`src/rtl/bus_decoder_pkg.sv`:
```
// Shared definitions for the AHB decoder/mux slice.
//   - HTRANS encodings (TRANS_*)
//   - HRESP encodings (RESP_*)
//   - ds_state_t: default-slave FSM states
//   - is_active(): true for a transfer that needs a real data phase (NONSEQ/SEQ)
package bus_decoder_pkg;

    localparam logic [1:0] TRANS_IDLE   = 2'b00;
    localparam logic [1:0] TRANS_BUSY   = 2'b01;
    localparam logic [1:0] TRANS_NONSEQ = 2'b10;
    localparam logic [1:0] TRANS_SEQ    = 2'b11;

    localparam logic RESP_OKAY  = 1'b0;
    localparam logic RESP_ERROR = 1'b1;

    typedef enum logic [1:0] {
        DS_IDLE = 2'd0,
        DS_ERR1 = 2'd1,
        DS_ERR2 = 2'd2
    } ds_state_t;

    function automatic logic is_active(input logic [1:0] trans);
        return (trans == TRANS_NONSEQ) || (trans == TRANS_SEQ);
    endfunction

endpackage

```
`src/rtl/ahb_default_slave.sv`:
```
// Built-in default slave: answers every NONSEQ/SEQ transfer that decodes to no
// real slave with the two-cycle AHB ERROR response (wait+ERROR, ready+ERROR).
// IDLE/BUSY to the default slave complete with zero waits and OKAY.
// Optional macro DECODER_ERR_CNT_EN adds a saturating 16-bit error counter.
// Ports:
//   HCLK, HRESET  clock, synchronous active-high reset
//   sel_default   address-phase decode targets the default slave
//   HTRANS        address-phase transfer type
//   HREADY        muxed bus ready (address phase is accepted when high)
//   ds_hready     default-slave HREADYOUT
//   ds_hresp      default-slave HRESP
//   ERR_COUNT     (DECODER_ERR_CNT_EN only) number of ERROR responses started
module ahb_default_slave
    import bus_decoder_pkg::*;
(
    input  logic        HCLK,
    input  logic        HRESET,
    input  logic        sel_default,
    input  logic [1:0]  HTRANS,
    input  logic        HREADY,
    output logic        ds_hready,
    output logic        ds_hresp
`ifdef DECODER_ERR_CNT_EN
    ,
    output logic [15:0] ERR_COUNT
`endif
);

    ds_state_t state, state_next;
    logic      accept_err;

    // A default-slave transfer that needs a real data phase is accepted.
    assign accept_err = HREADY && sel_default && is_active(HTRANS);

    always_ff @(posedge HCLK) begin
        if (HRESET) state <= DS_IDLE;
        else        state <= state_next;
    end

    always_comb begin
        state_next = state;
        unique case (state)
            DS_IDLE: if (accept_err) state_next = DS_ERR1;
            DS_ERR1: state_next = DS_ERR2;
            DS_ERR2: state_next = accept_err ? DS_ERR1 : DS_IDLE;
            default: state_next = DS_IDLE;
        endcase
    end

    // Outputs depend on state only, so the bus HREADY feedback into
    // accept_err never forms a combinational path back to ds_hready.
    assign ds_hready = (state != DS_ERR1);
    assign ds_hresp  = (state == DS_IDLE) ? RESP_OKAY : RESP_ERROR;

`ifdef DECODER_ERR_CNT_EN
    // Counts entries into DS_ERR1; from DS_ERR1 the FSM always leaves, so
    // next==DS_ERR1 with current!=DS_ERR1 is exactly one new error.
    always_ff @(posedge HCLK) begin
        if (HRESET)
            ERR_COUNT <= '0;
        else if (state_next == DS_ERR1 && state != DS_ERR1 && ERR_COUNT != 16'hFFFF)
            ERR_COUNT <= ERR_COUNT + 16'd1;
    end
`endif

endmodule

```
`src/rtl/ahb_decoder_mux.sv`:
```
// Parametrised AHB address decoder and slave response multiplexer.
// Decodes the slave-select field into one-hot HSEL, registers the data-phase
// owner (dsel) whenever HREADY is high, and muxes HRDATA/HREADY/HRESP back to
// the master. Select values >= NUM_SLAVES route to a built-in default slave
// that returns ERROR.
// Optional macro DECODER_ERR_CNT_EN adds the ERR_COUNT output.
// Ports:
//   HCLK, HRESET           clock, synchronous active-high reset
//   HADDR_SLAVE_SEL_BITS   address-phase slave-select field
//   HTRANS                 address-phase transfer type
//   HSEL                   one-hot slave select (slave 0 during reset)
//   HRDATA_S/HREADYOUT_S/HRESP_S  per-slave data-phase responses (flattened)
//   HRDATA/HREADY/HRESP    muxed response to master (HREADY also to slaves)
//   ERR_COUNT              (DECODER_ERR_CNT_EN only) default-slave error count
module ahb_decoder_mux
    import bus_decoder_pkg::*;
#(
    parameter int NUM_SLAVES = 3,
    parameter int SEL_LEN    = 2,
    parameter int DATA_WIDTH = 32
) (
    input  logic                             HCLK,
    input  logic                             HRESET,
    input  logic [SEL_LEN-1:0]               HADDR_SLAVE_SEL_BITS,
    input  logic [1:0]                       HTRANS,
    output logic [NUM_SLAVES-1:0]            HSEL,
    input  logic [NUM_SLAVES*DATA_WIDTH-1:0] HRDATA_S,
    input  logic [NUM_SLAVES-1:0]            HREADYOUT_S,
    input  logic [NUM_SLAVES-1:0]            HRESP_S,
    output logic [DATA_WIDTH-1:0]            HRDATA,
    output logic                             HREADY,
    output logic                             HRESP
`ifdef DECODER_ERR_CNT_EN
    ,
    output logic [15:0]                      ERR_COUNT
`endif
);

    // dsel code NUM_SLAVES means "default slave".
    localparam int               DSEL_W   = $clog2(NUM_SLAVES + 1);
    localparam logic [DSEL_W-1:0] DSEL_DEF = DSEL_W'(NUM_SLAVES);

    logic [DSEL_W-1:0] tgt;
    logic [DSEL_W-1:0] dsel;
    logic              sel_default;
    logic              ds_hready;
    logic              ds_hresp;

    // Address-phase decode. Out-of-range selects leave HSEL all-zero and
    // target the default slave.
    always_comb begin
        tgt  = DSEL_DEF;
        HSEL = '0;
        for (int i = 0; i < NUM_SLAVES; i++) begin
            if (int'(HADDR_SLAVE_SEL_BITS) == i) begin
                tgt     = DSEL_W'(i);
                HSEL[i] = 1'b1;
            end
        end
        if (HRESET) HSEL = NUM_SLAVES'(1);
    end

    assign sel_default = (tgt == DSEL_DEF);

    // Ownership follows every accepted address phase, IDLE included.
    always_ff @(posedge HCLK) begin
        if (HRESET)      dsel <= '0;
        else if (HREADY) dsel <= tgt;
    end

    always_comb begin
        HRDATA = '0;
        HREADY = 1'b1;
        HRESP  = RESP_OKAY;
        if (!HRESET) begin
            if (dsel == DSEL_DEF) begin
                HREADY = ds_hready;
                HRESP  = ds_hresp;
            end else begin
                for (int i = 0; i < NUM_SLAVES; i++) begin
                    if (dsel == DSEL_W'(i)) begin
                        HRDATA = HRDATA_S[i*DATA_WIDTH +: DATA_WIDTH];
                        HREADY = HREADYOUT_S[i];
                        HRESP  = HRESP_S[i];
                    end
                end
            end
        end
    end

    ahb_default_slave u_default_slave (
        .HCLK        (HCLK),
        .HRESET      (HRESET),
        .sel_default (sel_default),
        .HTRANS      (HTRANS),
        .HREADY      (HREADY),
        .ds_hready   (ds_hready),
        .ds_hresp    (ds_hresp)
`ifdef DECODER_ERR_CNT_EN
        ,
        .ERR_COUNT   (ERR_COUNT)
`endif
    );

endmodule

```
`config.mk`:
```
export PLATFORM = sky130hd
export DESIGN_NAME = ahb_decoder_mux
export DESIGN_NICKNAME = d
export VERILOG_FILES = /design/src/rtl/bus_decoder_pkg.sv /design/src/rtl/ahb_default_slave.sv /design/src/rtl/ahb_decoder_mux.sv
export SDC_FILE = /design/constraint.sdc
export NUM_CORES = 1
export LEC_CHECK = 0
export BUFFER_PORTS_ARGS = -buffer_cell sky130_fd_sc_hd__buf_4
export CAP_MARGIN = 20
export CELL_PAD_IN_SITES_DETAIL_PLACEMENT = 1
export CELL_PAD_IN_SITES_GLOBAL_PLACEMENT = 2
export CORE_ASPECT_RATIO = 0.7
export CORE_MARGIN = 1.5
export CORE_UTILIZATION = 15
export CTS_BUF_LIST = sky130_fd_sc_hd__clkbuf_4 sky130_fd_sc_hd__clkbuf_8
export DETAILED_ROUTE_END_ITERATION = 10
export PLACE_DENSITY_LB_ADDON = 0.1
export SYNTH_ARGS = -nofsm -noshare
export SYNTH_HDL_FRONTEND = slang
export SYNTH_HIERARCHICAL = 1
export SYNTH_SLANG_ARGS = --single-unit
```
`constraint.sdc`:
```
create_clock -name HCLK -period 3.6 [get_ports HCLK]
set_input_delay 0.18 -clock HCLK [delete_from_list [all_inputs] [get_ports HCLK]]
set_output_delay 0.18 -clock HCLK [all_outputs]
set_load 0.02 [all_outputs]
```
---- Yosys cells after proc, flatten, opt, wreduce, memory -nomap -nowiden ----
Index checks and enable logic that the tools add are counted.
storage, ports and cells
  bits in registers ....................... 4
  input port bits ......................... 108
  output and inout bits ................... 37
  word-level logic and storage cells ...... 46
operators by class
  eq/ne operators ......................... 12
  multiplexer cells ....................... 26
  reductions and logical operators ........ 6
operators by type and width
  kind                number
  $mux 32             5
  $eq 2x2->1 const B  8
  $mux 1              15
  $mux 2              4
  $logic_not 2->1     3
  $pmux 2 s3          1
  $eq 2x1->1 const B  2
  $ne 2x1->1 const B  2
  $mux 3              1
  $logic_and 1x1->1   2
  $logic_or 1x1->1    1

---- Longest topological paths before layout ----
Gate-level depths: netlist of the first run.
  depth after elaboration ................. 10
  depth in mapped cells ................... 7
  gate-level depth less buffers ........... 6

---- Cells and area by module ----
Netlist of the first run, hierarchy kept.
by module, submodules not included
  module             instances  cells each  area each (um2)  seq. area each (um2)
  ahb_decoder_mux    1          168         1121.1           40.0
  ahb_default_slave  1          7           76.3             40.0

---- Worst setup path before layout of the first run ----
Ideal clock, no wire load.
  path kind ............................... reg-to-reg
  start point ............................. reg dsel[0]
  end point ............................... reg u_default_slave.state[0]
  setup time .............................. 0.118 ns
  data arrival time ....................... 1.326 ns
  required time ........................... 3.482 ns
  slack ................................... 2.157 ns
  stages on the path, launching flop included .. 7
  path buffers ............................ 1
  period minus slack after synthesis ...... 1.443 ns
  cell sequence ........................... dfxtp_1 buf_6 and2_4 or3_4 a21o_1 nand4b_1 nor2_1
on the way
  word-level cells in the longest chain between the ends .. 10
  elaborated cells between the ends (all ways) .. 14
  classes of those cells .................. eq/ne (4); mux (7); reduce/logical (3)
ends and longest elaborated chain
  what                              line                     source
  from (decl)                       ahb_decoder_mux.sv:44    logic [DSEL_W-1:0] dsel;
  from (signal assigned)            ahb_decoder_mux.sv:68    else if (HREADY) dsel <= tgt;
  $logic_not 2->1                   ahb_decoder_mux.sv:81    if (dsel == DSEL_W'(i)) begin
  $mux 1 (3 in a row)               ahb_decoder_mux.sv:81
  $mux 1 *                          ahb_decoder_mux.sv:76    if (dsel == DSEL_DEF) begin
  $mux 1 *                          ahb_decoder_mux.sv:75    if (!HRESET) begin
  named net HREADY                  ahb_decoder_mux.sv:31    output logic HREADY,
  $logic_and 1x1->1 * (2 in a row)  ahb_default_slave.sv:33  assign accept_err = HREADY && sel_default && is_active(HTRANS);
  $mux 1                            ahb_default_slave.sv:45  DS_ERR2: state_next = accept_err ? DS_ERR1 : DS_IDLE;
  $pmux 2 s3                        ahb_default_slave.sv:42  unique case (state)
  to (signal assigned)              ahb_default_slave.sv:37  else state <= state_next;
  to (decl)                         ahb_default_slave.sv:29  ds_state_t state, state_next;
Mark *: on every way through the listed nets, which the timed path passes. The rest lies on a longest branch.
A chain may end at the register's enable or synchronous reset.

---- Worst setup path in the final report of the first run ----
  start point ............................. reg dsel[0]
  end point ............................... out HRESP
on the way
  word-level cells in the longest chain between the ends .. 6
  elaborated cells between the ends (all ways) .. 9
  classes of those cells .................. eq/ne (3); mux (5); reduce/logical (1)
ends and longest elaborated chain
  what                 line                   source
  $logic_not 2->1      ahb_decoder_mux.sv:81
  $mux 1 (3 in a row)  ahb_decoder_mux.sv:81
  $mux 1 *             ahb_decoder_mux.sv:76
  $mux 1 *             ahb_decoder_mux.sv:75
  to (decl)            ahb_decoder_mux.sv:32  output logic HRESP
Every way passes the cells marked *; elsewhere a longest branch is shown, timed or not.

==> impl_metrics.json, run 1 <==
{
  "fin_skew_ps": 1.37,
  "power_per_cell_area_nw_per_um2": 210,
  "startpoint_type": "flip-flop",
  "ioPinCount": 145,
  "num_vias": 1698,
  "grt_use_total_pct": 12.2,
  "power_mw": 0.494,
  "htreeDepth": 1,
  "wl_per_cell_um": 13.4,
  "clock_path_buffers": 2,
  "grt_pass1_wl_mm": 8.32,
  "cpPeakStageDelay_ps": 620,
  "place.gp.congestion": 0.633,
  "worstSetupEndpointType": "output pin",
  "yosys_warnings": 6,
  "die_area_sq_um": 8540,
  "syn2layout_area_growth_pct": 96.9,
  "antennaDiodeCount": 0,
  "fin_nets": 418,
  "post_cts_buffers": 0,
  "drive_gt1_share_pct": 51.3,
  "rrSetupSlack_ps": 1730,
  "first_pass_iters": 4,
  "clock_sinks": 4,
  "status": "finished clean",
  "grt_max_degree": 42,
  "hold_buffers": 0,
  "relSlewSlack_pct": 44.2,
  "rows": 27,
  "overflow": 0,
  "seq_area_frac_synth_pct": 6.69,
  "clkTransAtPathRegs_ps": 30,
  "die_w_um": 110,
  "syn_area_per_cell_sq_um": 6.84,
  "min_period_ps": 2170,
  "tritoncts": "built",
  "setup_viol": 0,
  "worstPathArrival_ps": 1990,
  "yosys.area.top_type": "mux2i_1",
  "ctsResizeCount": 0,
  "fp.dieH_um": 77.8,
  "dp_hpwl_mm": 4.12,
  "stdcell_area_sq_um": 2360,
  "slowest_stage": "mux4_1",
  "max_freq_mhz": 460,
  "cp.required_ps": 3420,
  "detail-route-antenna-nets": 0,
  "leakage_nw": 1.10,
  "ctsRootBufferMaster": "clkbuf_8",
  "vdd_drop_max_mv": 0.161,
  "synth_area_leaders": "mux2i_1 28%, or2_0 15%, a21oi_1 14%",
  "grt_pass1_vias": 1696,
  "hold_violations": 0,
  "syn_nets": 283,
  "cap_violations": 0,
  "crit_chain": "buf_4 -> mux4_1 -> nor2b_1 -> buf_4",
  "netlist_area_sq_um": 1200,
  "insertion_delay_ps": 210,
  "antenna_found_initial": 0,
  "tns_ps": 0,
  "wirelength_mm": 5.47,
  "start_util_pct": 15.3,
  "drc": 0,
  "core-area_sq_um": 7800,
  "rr_worst_depth": 6,
  "rsz0062_at_grt": "no",
  "maxSlewViolCount": 0,
  "numPortBuffers": 143,
  "worst_pin_slew_ps": 838,
  "path_common_cell": "buf_4",
  "crit_type": "reg -> out",
  "placed_area_sq_um": 2320,
  "via_per_inst": 4.15,
  "crit_fanout": 38,
  "final_util_pct": 30.2,
  "synth_top_area_share_pct": 27.6,
  "numCtsBuffers": 3,
  "synth_seq_cells": 4,
  "ys_types": 29,
  "synth_cells": 175,
  "hold_class": "in -> reg",
  "holdPathStages": 3,
  "period_share_pct": 60.4,
  "drtIter0Drc": 27
}
synthesized netlist by cell type:
cell type / count
a21oi_1: 33
mux2i_1: 33
nand2_1: 33
or2_0: 28
clkbuf_1: 9
dfxtp_1: 4
or2_2: 4
buf_2: 3
buf_8: 3
and2b_1: 2
nor2_1: 2
nor2b_1: 2
nor3b_1: 2
o21ai_0: 2
a211oi_1: 1
a211oi_2: 1
a21o_1: 1
a31oi_1: 1
and2_1: 1
and2_4: 1
buf_6: 1
inv_1: 1
mux4_1: 1
nand2b_1: 1
nand2b_4: 1
nand4b_1: 1
o21bai_1: 1
or2_1: 1
or3_4: 1
final timing paths:
path / from / end
worst min register to register: u_default_slave/state[0] / u_default_slave/state[0]
worst min-delay path: HTRANS[1] / u_default_slave/state[0]
worst max register to register: dsel[0] / u_default_slave/state[0]
worst max-delay path: dsel[0] / HRESP
worst max-delay path, delay by kind of cell (launching register included):
family	cells	cell delay (ps)
buffers and inverters	2	710
AND/OR/NAND/NOR	1	150
multiplexers	1	620
flip-flops	1	310
flip-flops by register name, indices dropped and copies added (netlist names):
register / flops
u_default_slave/state: 2
dsel: 2
placed cells by master, fill, tap and decap left out, drive strengths merged:
master / netlist / layout
buf: 7 / 146
mux4: 1 / 1
or2: 33 / 33
mux2i: 33 / 33
a21oi: 33 / 33
or3: 1 / 1
nand4b: 1 / 1
nor3b: 2 / 2
o21ai: 2 / 2
nand2b: 2 / 2
nor2: 2 / 2
nor2b: 2 / 2
and2: 2 / 2
a211oi: 2 / 2
o21bai: 1 / 1
a21o: 1 / 1
inv: 1 / 1
a31oi: 1 / 1
dfxtp: 4 / 4
clkbuf: 9 / 3
and2b: 2 / 2
nand2: 33 / 33
report_power, final:
group	total [mW]	internal [mW]	switching, mW
sequential	0.0487	0.0475	0.00123
clock	0.0908	0.0710	0.0198
combinational	0.355	0.190	0.164
total	0.494	0.309	0.185
metal layers:
metal	vias to the layer above	global-route usage (%)	part of all wire [%]
li1	860	-	-
met1	784	15.4	44
met2	54	22.0	49
met3	0	2.69	6.8
met4	0	0.779	0
met5	-	0	0
kinds of logic (layout without fill, tap and decap cells):
kind of cell           count (synthesis)  in the layout  share of synthesized area (%)
AOI/OAI and AO/OA                     40             40                           18.1
DFF                                    4              4                           6.69
and+or+nand+nor                       80             80                           36.4
muxes                                 34             34                           29.8
buffers and inverters                 17            150                           9.09
per-stage QoR:
stage          hold slack [ps]  setup slack, ps  cells
2_1_floorplan              252             2160    175
3_3_place_gp               452             1610    406
3_5_place_dp               452             1610    406
4_1_cts                    227             1380    409
5_1_grt                    241             1230    409
6_report                   230             1430    409
layout make-up:
class,count,area (sq um)
fill,978,5450
clock buffer,3,41.3
tap,101,126
timing repair buffer,146,1100
multi-input combinational,154,1010
inverter,1,3.75
sequential,4,81.3
Note: power is estimated with default switching activity, not from simulation.
==> run 2: changes to the inputs <==
Settings changed: CORE_UTILIZATION 15 to 14.
Clock period 3.6 ns to 2.1 ns, I/O delays scaled along.
==> run 2 against run 1 <==
  * Total power rose by 75%
  * Non-clock buffer count rose by 3
  * Worst setup slack got worse by 1100 ps
  * Clock-buffer cell count did not move
  * Die area rose by 6.9%
  * Combinational power rose by 72%
  * Worst hold slack got worse by 76 ps
  * Critical path depth rose by 1
  * Register-to-register slack got worse by 1100 ps
  * Cell count rose by 0.73%
  * Sequential cell count did not move
  * Sequential power rose by 84%
  * Critical path type unchanged
  * Largest cell class unchanged
  * Largest power group unchanged
==> impl_metrics.json, run 2 (synthesis results as in run 1) <==
{
  "worstPathArrival_ps": 1620,
  "ioPinCount": 145,
  "rows": 27,
  "dp_hpwl_mm": 4.57,
  "cp.required_ps": 2000,
  "max_freq_mhz": 578,
  "grt_pass1_wl_mm": 8.40,
  "multi_input_area_sq_um": 1010,
  "post_cts_buffers": 0,
  "hold_class": "in -> reg",
  "min_period_ps": 1730,
  "syn2layout_area_growth_pct": 98.7,
  "start_util_pct": 14.8,
  "met3_length_um": 319,
  "fin_hold_ws_ps": 154,
  "cap_violations": 0,
  "ctsRootBufferMaster": "clkbuf_8",
  "ctsResizeCount": 0,
  "grt_use_total_pct": 11.4,
  "fin_nets": 421,
  "detail-route-antenna-nets": 0,
  "crit_fanout": 20,
  "worstSetupEndpointType": "output pin",
  "worst_pin_slew_ps": 474,
  "hold_buffers": 0,
  "preCtsSetupSlack_ps": 567,
  "drt-met1-wl_mm": 2.61,
  "die_area_sq_um": 9130,
  "vdd_drop_max_mv": 0.272,
  "clkTransAtPathRegs_ps": 30,
  "core-area_sq_um": 8070,
  "slowest_stage": "dfxtp_2",
  "top_layer": "met3",
  "numCtsBuffers": 3,
  "tns_ps": 0,
  "grt_pass1_vias": 1677,
  "insertion_delay_ps": 220,
  "clock_path_buffers": 2,
  "stdcell_area_sq_um": 2380,
  "top_regs": "dsel: 2 flops, u_default_slave/state: 2 flops",
  "power_per_cell_area_nw_per_um2": 363,
  "clock_sinks": 4,
  "crit_family": "buffers and inverters",
  "overflow": 0,
  "hold_violations": 0,
  "fin_skew_ps": 0.635,
  "status": "finished clean",
  "setup_viol": 0,
  "drtIter0Drc": 37,
  "placed_area_sq_um": 2340,
  "period_share_pct": 82.3,
  "htreeDepth": 1,
  "drc": 0,
  "antennaDiodeCount": 0,
  "grt_max_degree": 42,
  "wirelength_mm": 5.70,
  "fp.dieH_um": 80.4,
  "final_cell_mix": "149 x buf_4, 33 x mux2i_1, 33 x nand2_1, 33 x a21oi_1, 28 x or2_0",
  "via_per_inst": 4.16,
  "first_pass_iters": 4,
  "wl_per_cell_um": 13.8,
  "startpoint_type": "flip-flop",
  "final_common_cell": "buf_4",
  "cpPeakStageDelay_ps": 400,
  "fillerInstances": 1004,
  "instances_no_fill": 412,
  "drive_gt1_share_pct": 51.8,
  "layout_setup_ws_ps": 371,
  "dr_wl_met2_mm": 2.76,
  "leakage_nw": 1.11,
  "numPortBuffers": 143,
  "path_common_cell": "buf_4",
  "maxSlewViolCount": 0,
  "tritoncts": "built",
  "relSlewSlack_pct": 68.4,
  "die_w_um": 114,
  "num_vias": 1713,
  "crit_chain": "buf_4 -> mux2i_1 -> or2_0 -> a21oi_1 -> buf_4",
  "crit_type": "reg -> out",
  "rsz0062_at_grt": "no",
  "place.gp.congestion": 0.707,
  "register_area_sq_um": 81.3,
  "cp_num_buf_inv": 2,
  "dp_cells": 409,
  "antenna_found_initial": 0
}
run 2: stage by stage:
step | util, % | power [mW]
floorplan | - | 0.420
global placement | 29.0 | 0.712
detailed placement | 29.0 | 0.713
CTS | 29.5 | 0.879
global route | 29.5 | 0.931
finish | 29.5 | 0.863
run 2: metal layers:
metal,track usage [%],vias up
met5,0,-
met4,0.375,0
met3,2.19,0
met2,20.1,54
met1,15.1,794
li1,-,865
run 2: worst paths after layout:
check                           startpoint                       end  slack (ps)  depth (start not counted)
hold reg to reg   u_default_slave/state[0]  u_default_slave/state[0]         470                          1
setup / recovery                   dsel[0]                HRDATA[21]         370                          5
hold / removal                   HTRANS[1]  u_default_slave/state[0]         150                          3
setup reg to reg                   dsel[1]  u_default_slave/state[0]         670                          5
run 2: final cells by class:
type / instances / share of cell area, %
Tap cell: 101 / 5.31
Clock buffer: 3 / 1.74
Inverter: 1 / 0.158
Multi-Input combinational cell: 154 / 42.4
Timing Repair Buffer: 149 / 47.0
Sequential cell: 4 / 3.42
run 2: report_power, final:
group          internal [mW]  total, mW  switching, mW
combinational          0.332      0.612          0.281
sequential            0.0814     0.0895        0.00809
clock                  0.122      0.161         0.0393
run 2: worst register-to-register path, cell delays in order, from the launching register on:
cell and delay, ps:
dfxtp_1 360, buf_4 220, or3_4 420, a21o_1 180, nand4b_1 100, nor2_1 40
